File: config.mk
export PLATFORM = sky130hd
export DESIGN_NAME = regfile_dump
export DESIGN_NICKNAME = d
export VERILOG_FILES = /design/src/rtl/regfile_dump.sv
export SDC_FILE = /design/constraint.sdc
export NUM_CORES = 1
export LEC_CHECK = 0
export ABC_CLOCK_PERIOD_IN_PS = 2400
export BUFFER_PORTS_ARGS = -buffer_cell sky130_fd_sc_hd__buf_2
export CORE_UTILIZATION = 47
export DETAILED_ROUTE_END_ITERATION = 10
export HOLD_SLACK_MARGIN = 0.1
export PLACE_DENSITY = 0.78
export SYNTH_ARGS = -nofsm -noshare
export SYNTH_HDL_FRONTEND = slang
export SYNTH_SLANG_ARGS = --single-unit
File: constraint.sdc
create_clock -name clock -period 2.4 [get_ports clock]
set_input_delay 0.24 -clock clock [delete_from_list [all_inputs] [get_ports clock]]
set_output_delay 0.24 -clock clock [all_outputs]
set_load 0.01 [all_outputs]
File: src/rtl/regfile_dump.sv
// regfile_dump: walks a programmable range of register-file addresses through
// one read port and streams each captured value with its address over a
// valid/ready interface. READ and SEND alternate, so peak rate is one word
// every two cycles.
module regfile_dump #(
    parameter int unsigned DATA_W = 32,
    parameter int unsigned ADDR_W = 5
) (
    input  logic              clock,
    input  logic              ctrl_reset_n,
    input  logic              start,
    input  logic              abort,
    input  logic [ADDR_W-1:0] first_reg,
    input  logic [ADDR_W-1:0] last_reg,
    output logic [ADDR_W-1:0] ctrl_readReg,
    input  logic [DATA_W-1:0] data_readReg,
    output logic              out_valid,
    input  logic              out_ready,
    output logic [DATA_W-1:0] out_data,
    output logic [ADDR_W-1:0] out_addr,
    output logic              out_last,
    output logic              busy,
    output logic              done
);

    typedef enum logic [1:0] {
        IDLE = 2'd0,
        READ = 2'd1,
        SEND = 2'd2,
        DONE = 2'd3
    } state_t;

    localparam logic [ADDR_W-1:0] ADDR_ONE = {{(ADDR_W-1){1'b0}}, 1'b1};

    state_t            state_q, state_d;
    logic [ADDR_W-1:0] cur_addr_q, cur_addr_d;
    logic [ADDR_W-1:0] end_addr_q, end_addr_d;
    logic [ADDR_W-1:0] out_addr_q, out_addr_d;
    logic [DATA_W-1:0] out_data_q, out_data_d;
    logic              out_last_q, out_last_d;

    // Next-state and datapath capture; abort outranks every other transition
    // once the engine has left IDLE.
    always_comb begin
        state_d    = state_q;
        cur_addr_d = cur_addr_q;
        end_addr_d = end_addr_q;
        out_addr_d = out_addr_q;
        out_data_d = out_data_q;
        out_last_d = out_last_q;
        case (state_q)
            IDLE: begin
                if (start) begin
                    cur_addr_d = first_reg;
                    end_addr_d = last_reg;
                    state_d    = READ;
                end
            end
            READ: begin
                if (abort) begin
                    out_last_d = 1'b0;
                    state_d    = IDLE;
                end else begin
                    out_data_d = data_readReg;
                    out_addr_d = cur_addr_q;
                    out_last_d = (cur_addr_q == end_addr_q);
                    state_d    = SEND;
                end
            end
            SEND: begin
                if (abort) begin
                    out_last_d = 1'b0;
                    state_d    = IDLE;
                end else if (out_ready) begin
                    if (out_last_q) begin
                        out_last_d = 1'b0;
                        state_d    = DONE;
                    end else begin
                        // Natural ADDR_W-bit overflow gives the wrap through the top register.
                        cur_addr_d = cur_addr_q + ADDR_ONE;
                        state_d    = READ;
                    end
                end
            end
            DONE: begin
                state_d = IDLE;
            end
            default: begin
                state_d = IDLE;
            end
        endcase
    end

    // State and datapath registers with asynchronous active-low reset.
    always_ff @(posedge clock or negedge ctrl_reset_n) begin
        if (!ctrl_reset_n) begin
            state_q    <= IDLE;
            cur_addr_q <= '0;
            end_addr_q <= '0;
            out_addr_q <= '0;
            out_data_q <= '0;
            out_last_q <= 1'b0;
        end else begin
            state_q    <= state_d;
            cur_addr_q <= cur_addr_d;
            end_addr_q <= end_addr_d;
            out_addr_q <= out_addr_d;
            out_data_q <= out_data_d;
            out_last_q <= out_last_d;
        end
    end

    // Stream flags decode straight from the state register, so an asynchronous
    // reset drops out_valid without waiting for an edge.
    always_comb begin
        ctrl_readReg = cur_addr_q;
        out_valid    = (state_q == SEND);
        out_data     = out_data_q;
        out_addr     = out_addr_q;
        out_last     = out_last_q;
        busy         = (state_q != IDLE);
        done         = (state_q == DONE);
    end

endmodule

==> results_dict.tcl, run 1 <==
set metrics [dict create \
    setup_slack_ns 0.554 \
    die_w_um 70 \
    cpPeakStageDelay_ns 0.42 \
    synth-edff-count 0 \
    antenna_found_initial 0 \
    r2r-start "state_q[0]" \
    syn_area_per_cell_um2 13.7 \
    clock_sinks 50 \
    ys_warn_count 0 \
    synth_top_flop_cell "dfrtp_1" \
    power.density_mw_per_mm2 1320 \
    synth_seq_area_share 0.576 \
    std_cell_rows 24 \
    worstHoldStart "data_readReg[0]" \
    die_y_um 70 \
    placed_area_mm2 0.00270 \
    worstSetupPathType "register to register" \
    vdd_drop_max_mv 0.747 \
    crit_chain "inv_1, ha_1, nor2b_1, nor3_1, and3_1, a2111oi_2" \
    maxSlewViolCount 0 \
    status "complete, no violations" \
    reg2reg_depth 6 \
    initial_utilization 0.492 \
    p_leak_nw 1.38 \
    dpl.hpwl_um 3240 \
    grt_setup_unrepaired "false" \
    cp-end-kind "register" \
    synth_area_leaders "dfrtp_1 (58%), mux2_2 (22%), ha_1 (3.5%)" \
    ys_ff_latch 50 \
    cap_violations 0 \
    drive_gt1_frac 0.574 \
    required_ns 2.59 \
    post-route-util 0.635 \
    placed_cells 301 \
    syn_inst 159 \
    hold_violations 0 \
    htreeDepth 2 \
    fin_crit_sh 0.769 \
    grt.total_usage 0.191 \
    synthArstFlopShare 1.00 \
    synth_top_area_frac 0.576 \
    clockBufferDepth 2 \
    worstMarginPinSlew_ns 0.612 \
    ios 93 \
    cp_max_fo 6 \
    fmax_mhz 542 \
    r2r_end "ctrl_readReg[4]" \
    dr.pass1.iters 4 \
    setup_viol 0 \
    cts_root_buffer "clkbuf_8" \
    wl_met3_um 255 \
    fin_area_mm2 0.00281 \
    min_path_type "input pin to register" \
    synth_cell_types 28 \
    drcViolationCount 0 \
    max_slew_margin 0.592 \
    reg2reg_slack_ns 0.55 \
    setup_tns_ns 0 \
    cts_setup_buffers 0 \
    insertion_delay_ns 0.30 \
    wl_per_cell_um 13.8 \
    ant_nets 0 \
    gp_congestion 0.866 \
    highest_layer "met4" \
    vias 1570 \
    synth_common_cells "dfrtp_1 (50), mux2_2 (42), nor2_1 (7), ha_1 (6)" \
    cts_tree "built" \
    synth_area_leader_cell "dfrtp_1" \
    hold_path_end "out_data[0]" \
    drt-initial-drc-count 73 \
    pre_cts_ws_ns 0.592 \
    wirelength_um 4290 \
    start_kind "register" \
    grt-ovfl-total 0 \
    wl_met1_um 1870 \
    post_cts_resized 0 \
    final.setup_skew_ns 0.00601 \
    netlist_area_mm2 0.00217 \
    whs_ns 0.166 \
    grt_pass1_wl_um 7370 \
    synth_most_common_cell "dfrtp_1" \
    p_total_mw 3.71 \
    grt_pass1_vias 1631 \
    whs_path_depth 2 \
    crit_buf_inv 1 \
    finish.net_count 310 \
    dieArea_mm2 0.00490 \
    wl_met2_um 2090 \
    cp_data_arrival_time_ns 2.03 \
    coreArea_mm2 0.00441 \
    grt_max_degree 51 \
    num_antenna_cells 0 \
    cts.clk_slew.worst_paths_ns 0.09 \
    fillers 351 \
    viasPerCell 5.06 \
    port_buffers 92 \
    syn_to_final_growth_pct 29.1 \
    syn_nets 212 \
    min_period_ns 1.85 \
    fin_cells 310 \
    cts_made_buffers 5 \
    slowest_stage "dfrtp_1" \
    cpLargestDelayFamily "simple AND/OR/NAND/NOR gates" \
    hold_buffers 1 \
]
cell usage in the layout, fill, tap and decap left out, types with 2 or more instances in the layout:
| master | count |
|---|---|
| nand2b_1 | 4 |
| inv_1 | 5 |
| and3_1 | 4 |
| nor4_1 | 3 |
| clkbuf_8 | 6 |
| nor3_1 | 3 |
| mux2_2 | 42 |
| nand2_1 | 3 |
| o21ai_0 | 4 |
| buf_4 | 3 |
| xor2_1 | 5 |
| dfrtp_1 | 50 |
| nor2_1 | 7 |
| nor2b_1 | 3 |
| a21oi_1 | 2 |
| ha_1 | 6 |
| buf_2 | 92 |
cell type report:
type                            instances  area (um^2)  share of cell area
Clock inverter                          2         16.3             0.00580
Inverter                                5         18.8             0.00669
Sequential cell                        50         1250               0.446
Timing Repair Buffer                   96          493               0.176
Multi-Input combinational cell         99          878               0.313
Tap cell                               52         65.1              0.0232
Clock buffer                            6         82.6              0.0294
sequential cells by signal, indices dropped and copies added (netlist names):
name,count
out_last,1
end_addr_q,5
state_q,2
out_data,32
ctrl_readReg,5
out_addr,5
worst max-delay path by stage:
stage / from / to / cells past startpoint
floorplan: state_q[0] / ctrl_readReg[4] / 6
global placement: state_q[1] / out_data[10] / 5
detailed placement: state_q[0] / ctrl_readReg[4] / 6
CTS: state_q[0] / ctrl_readReg[4] / 6
global route: state_q[0] / ctrl_readReg[4] / 6
finish: state_q[0] / ctrl_readReg[4] / 6
logic make-up after synthesis:
logic type | count (synthesis) | synth area share
xor+xnor | 5 | 0.0201
mux | 43 | 0.222
fa+ha+maj | 6 | 0.0345
flops | 50 | 0.576
buf+inv | 10 | 0.0201
compound gates | 15 | 0.0501
simple gates | 30 | 0.0771
metal layers:
metal,vias up,track usage
met5,-,0
met4,0,0.0756
met3,8,0.0447
met2,65,0.300
met1,738,0.257
li1,759,-
power breakdown:
group	total (mW)	internal (mW)	switching (mW)
Combinational	1.67	0.871	0.795
Clock	0.513	0.238	0.276
Sequential	1.53	1.27	0.262
Total	3.71	2.38	1.33
Note: power is estimated with default switching activity, not from simulation.
==> run 2, diff against run 1 <==
Settings changed: ABC_CLOCK_PERIOD_IN_PS 2400 to 1800.
Clock period 2.4 ns to 1.8 ns, I/O delays scaled along.
==> run 2 against run 1 <==
Net effect: final area increased by 6.9%; maximum frequency increased by 6.3%; first-iteration DRC count decreased by 18%; register-to-register slack got worse by 0.49 ns; power increased by 35%; critical path type unchanged; hold slack got worse by 0.061 ns; count of clock-buffer cells in the layout unchanged; clock power increased by 24%; global-route usage increased by 0.30 points; cell count increased by 6.1%; critical path depth unchanged; utilization increased by 4.4 points.
==> results_dict.tcl, run 2 (synthesis gave the netlist of run 1 again) <==
set metrics [dict create \
    drt-initial-drc-count 60 \
    fin_cells 329 \
    setup_tns_ns 0 \
    ant_nets 0 \
    gp_congestion 0.818 \
    antenna_found_initial 0 \
    cp-end-kind "register" \
    p_total_mw 5.02 \
    crit_chain "inv_1, ha_1, or3b_4, a211o_1, o21ai_1, o31ai_1" \
    crit_buf_inv 1 \
    final.setup_skew_ns 0.00870 \
    grt_setup_unrepaired "false" \
    worstSetupPathType "register to register" \
    cts_tree "built" \
    htreeDepth 2 \
    reg2reg_slack_ns 0.06 \
    ios 93 \
    setup_viol 0 \
    grt_pass1_wl_um 7360 \
    p_leak_nw 1.47 \
    min_path_type "input pin to register" \
    wl_per_cell_um 14.5 \
    num_antenna_cells 0 \
    die_w_um 70 \
    fillers 343 \
    std_cell_rows 24 \
    cp_max_fo 4 \
    maxSlewViolCount 0 \
    wirelength_um 4780 \
    fmax_mhz 576 \
    port_buffers 92 \
    hold_violations 0 \
    initial_utilization 0.492 \
    layout_commonest_cell "buf_2" \
    die_y_um 70 \
    start_kind "register" \
    cpLargestDelayFamily "compound AO/OA/AOI/OAI gates" \
    coreArea_mm2 0.00441 \
    viasPerCell 5.06 \
    grt_pass1_vias 1612 \
    min_period_ns 1.74 \
    status "complete, no violations" \
    fin_area_mm2 0.00300 \
    finish.net_count 329 \
    cts_root_buffer "clkbuf_8" \
    grt-ovfl-total 0 \
    clockBufferDepth 2 \
    cts_made_buffers 5 \
    final_cell_mix "buf_2 (92), dfrtp_1 (50), mux2_2 (42), dlygate4sd3_1 (17), nor2_1 (7)" \
    clock_sinks 50 \
    cap_violations 0 \
    grt_max_degree 38 \
    cp_data_arrival_time_ns 1.92 \
    vdd_drop_max_mv 0.838 \
    dieArea_mm2 0.00490 \
    insertion_delay_ns 0.30 \
    required_ns 1.98 \
    dr.pass1.iters 4 \
    grt.total_usage 0.194 \
    placed_area_mm2 0.00273 \
    drive_gt1_frac 0.552 \
    drcViolationCount 0 \
    syn_to_final_growth_pct 37.9 \
    cpPeakStageDelay_ns 0.39 \
    placed_cells 304 \
    slowest_stage "dfrtp_1" \
    vias 1666 \
    worstMarginPinSlew_ns 0.475 \
    dpl.hpwl_um 3400 \
    cts.clk_slew.worst_paths_ns 0.09 \
    power.density_mw_per_mm2 1670 \
    largest_reg_flops 32 \
    fin_crit_sh 0.965 \
    max_slew_margin 0.683 \
]
-- run 2: cell types whose count changed in the layout (fill, tap and decap cells not counted), sizes merged --
cell,change
inv,-1
dlygate4sd3,+16
buf,+3
clkinvlp,-1
clkinv,+2
-- run 2: metal layers --
| metal | wire, um | part of all wire | GRT usage | vias up |
|---|---|---|---|---|
| met5 | 0 | 0 | 0 | - |
| met2 | 2400 | 0.50 | 0.325 | 53 |
| li1 | - | - | - | 803 |
| met3 | 246 | 0.051 | 0.0620 | 8 |
| met4 | 68 | 0.014 | 0.0578 | 0 |
| met1 | 2070 | 0.43 | 0.240 | 802 |
-- run 2: area by class of cell --
cell class,count,area [um^2],share of cell area
sequential,50,1250,0.417
multi-input combinational,99,888,0.296
timing repair buffer,115,688,0.230
clock buffer,6,72.6,0.0242
tap,52,65.1,0.0217
inverter,5,18.8,0.00626
clock inverter,2,13.8,0.00459
-- run 2: final timing paths --
kind	cells after the start	from	to
max reg2reg	6	state_q[0]	ctrl_readReg[0]
max in group asynchronous	3	ctrl_reset_n	out_data[10]
max	6	state_q[0]	ctrl_readReg[0]
min reg2reg	1	out_data[26]	out_data[26]
min in group asynchronous	2	ctrl_reset_n	out_data[20]
min	2	data_readReg[9]	out_data[9]
-- run 2: worst register-to-register path, cell delays in order, from the launching register on --
cell     delay (ns)
dfrtp_1        0.39
inv_1          0.11
ha_1           0.17
or3b_4         0.39
a211o_1        0.33
o21ai_1        0.16
o31ai_1        0.08
-- run 2: power breakdown --
group          switching (mW)  internal, mW  total [mW]
Sequential              0.349          1.69        2.04
Combinational            1.11          1.23        2.34
Clock                   0.362         0.275       0.637
-- run 2: what timing repair did --
action,CTS,global route
endpoints found under the hold margin,25,11
setup buffers,0,0
setup endpoints to repair,0,4
gates resized for setup,0,4
hold buffers,6,11
-- run 2: per-stage QoR --
step / hold WS (ns) / worst slack, ns / utilization
floorplan: -0.116 / 0.0826 / -
global placement: 0.160 / 0.0787 / 0.619
detailed placement: 0.165 / 0.0604 / 0.619
CTS: 0.100 / 0.0431 / 0.652
global route: 0.0998 / 0.00911 / 0.679
finish: 0.106 / 0.0637 / 0.679
==> run 3, diff against run 2 <==
--- a/config.mk
+++ b/config.mk
@@ -10,2 +10,3 @@
 export CORE_UTILIZATION = 47
+export CTS_CLUSTER_SIZE = 20
 export DETAILED_ROUTE_END_ITERATION = 10
==> constraint.sdc (replaced) <==
create_clock -name clock -period 1.8 [get_ports clock]
set_input_delay 0.27 -clock clock [delete_from_list [all_inputs] [get_ports clock]]
set_output_delay 0.27 -clock clock [all_outputs]
set_load 0.01 [all_outputs]
==> run 3 against run 2 <==
Net effect: maximum frequency hardly changed; sequential share of layout area is 1.9 points higher; routed wire length is 5.3% lower; count of clock-buffer cells in the layout stayed put; hold slack better by 0.080 ns; register-to-register slack hardly changed; power is 3.6% higher; critical endpoint unchanged; largest cell class unchanged.
==> results_dict.tcl, run 3 (synthesis gave the netlist of run 1 again) <==
set metrics [dict create \
    status "complete, no violations" \
    std_cell_rows 24 \
    whs_ns 0.186 \
    placed_cells 303 \
    die_y_um 70 \
    drcViolationCount 0 \
    port_buffers 92 \
    cp_max_fo 4 \
    min_period_ns 1.74 \
    antenna_found_initial 0 \
    worstSetupPathType "register to register" \
    cts_setup_buffers 0 \
    max_slew_margin 0.595 \
    final.setup_skew_ns 0.00770 \
    cpPeakStageDelay_ns 0.41 \
    worstHoldStart "data_readReg[16]" \
    wl_per_cell_um 14.5 \
    wirelength_um 4530 \
    switching_share 0.352 \
    insertion_delay_ns 0.31 \
    clock_sinks 50 \
    hold_violations 0 \
    pre_cts_ws_ns 0.0510 \
    cts_root_buffer "clkbuf_8" \
    finish.net_count 312 \
    fin_crit_sh 0.966 \
    reg2reg_slack_ns 0.06 \
    power.internal_mw 3.37 \
    min_path_type "input pin to register" \
    dpl.hpwl_um 3390 \
    start_kind "register" \
    post-route-util 0.650 \
    dieArea_mm2 0.00490 \
    htreeDepth 2 \
    grt_pass1_wl_um 7450 \
    maxSlewViolCount 0 \
    grt_pass1_vias 1687 \
    num_antenna_cells 0 \
    cts_tree "built" \
    layout_commonest_cell "buf_2" \
    cp_data_arrival_time_ns 1.95 \
    cts_made_buffers 5 \
    cap_violations 0 \
    required_ns 2.02 \
    grt-ovfl-total 0 \
    largest_reg_flops 32 \
    setup_viol 0 \
    fin_area_mm2 0.00287 \
    p_switching_mw 1.83 \
    die_w_um 70 \
    grt_setup_unrepaired "true" \
    crit_path_start "state_q[0]" \
    fin_cells 312 \
    initial_utilization 0.492 \
    crit_chain "inv_2, ha_1, or3b_4, a211o_1, o31ai_1" \
    coreArea_mm2 0.00441 \
    pwr-share-clk 0.161 \
    cp-end-kind "register" \
    drt-initial-drc-count 61 \
    p_comb_frac 0.446 \
    seqPwrFrac 0.392 \
    clockBufferDepth 2 \
    r2r_end "ctrl_readReg[0]" \
    cts.clk_slew.worst_paths_ns 0.10 \
    vias 1619 \
    power.density_mw_per_mm2 1810 \
    vdd_drop_max_mv 1.05 \
    grt.total_usage 0.196 \
    p_total_mw 5.20 \
    p_leak_nw 1.42 \
    syn_to_final_growth_pct 32.1 \
    viasPerCell 5.19 \
    dr.pass1.iters 4 \
    ant_nets 0 \
    setup_slack_ns 0.0620 \
    drive_gt1_frac 0.592 \
    slowest_stage "dfrtp_1" \
    worstMarginPinSlew_ns 0.608 \
    ios 93 \
    final_cell_mix "buf_2 (92), dfrtp_1 (50), mux2_2 (42), nor2_1 (7)" \
    reg2reg_depth 5 \
    setup_tns_ns 0 \
    fmax_mhz 575 \
    gp_congestion 0.809 \
    placed_area_mm2 0.00272 \
    r2r-start "state_q[0]" \
    grt_max_degree 51 \
    endpoint "ctrl_readReg[0]" \
]
-- run 3: cell types whose count changed in the layout (fill, tap and decap cells not counted), sizes merged --
cell	delta
inv	+1
buf	-1
dlygate4sd3	-16
clkinv	-2
bufinv	+1
-- run 3: worst min path at each step --
| stage | endpoint | slack (ns) | cells past startpoint |
|---|---|---|---|
| finish | out_data[16] | 0.19 | 2 |
| global route | out_data[0] | 0.17 | 2 |
| CTS | out_data[0] | 0.18 | 2 |
| detailed placement | ctrl_readReg[4] | 0.41 | 2 |
| global placement | state_q[0] | 0.42 | 2 |
| floorplan | ctrl_readReg[0] | -0.03 | 0 |
-- run 3: area by class of cell --
class / instances / area, um^2
repair buffers: 98 / 520
flip-flops and latches: 50 / 1250
inverters: 5 / 18.8
clock inverters: 2 / 38.8
well taps: 52 / 65.1
clock buffers: 6 / 82.6
multi-input cells: 99 / 893
fillers: 361 / 1540
-- run 3: worst max-delay path: cells and delay by family (launching register included) --
kind | cells | cell delay, ns
AOI/OAI and AO/OA | 2 | 0.60
adders and majority gates | 1 | 0.17
buffers and inverters | 1 | 0.08
DFF | 1 | 0.41
and+or+nand+nor | 1 | 0.40
-- run 3: routing by layer --
layer  wire, um  track usage
met5          0            0
met3        226       0.0462
met2       2350        0.348
met4         93       0.0867
met1       1860        0.222
-- run 3: timing repair --
action                                  4_1_cts  5_1_grt
gates resized for setup                       0        6
endpoints found under the setup margin        0        4
endpoints found under the hold margin        50        0
hold buffers                                  1        0
-- run 3: power by group through the flow --
stage	Sequential, mW	Combinational [mW]	Clock (mW)
floorplan	2.27	1.20	0
global placement	2.03	2.26	0
detailed placement	2.07	2.32	0
CTS	2.05	2.33	0.862
global route	2.13	2.53	0.902
finish	2.04	2.32	0.839
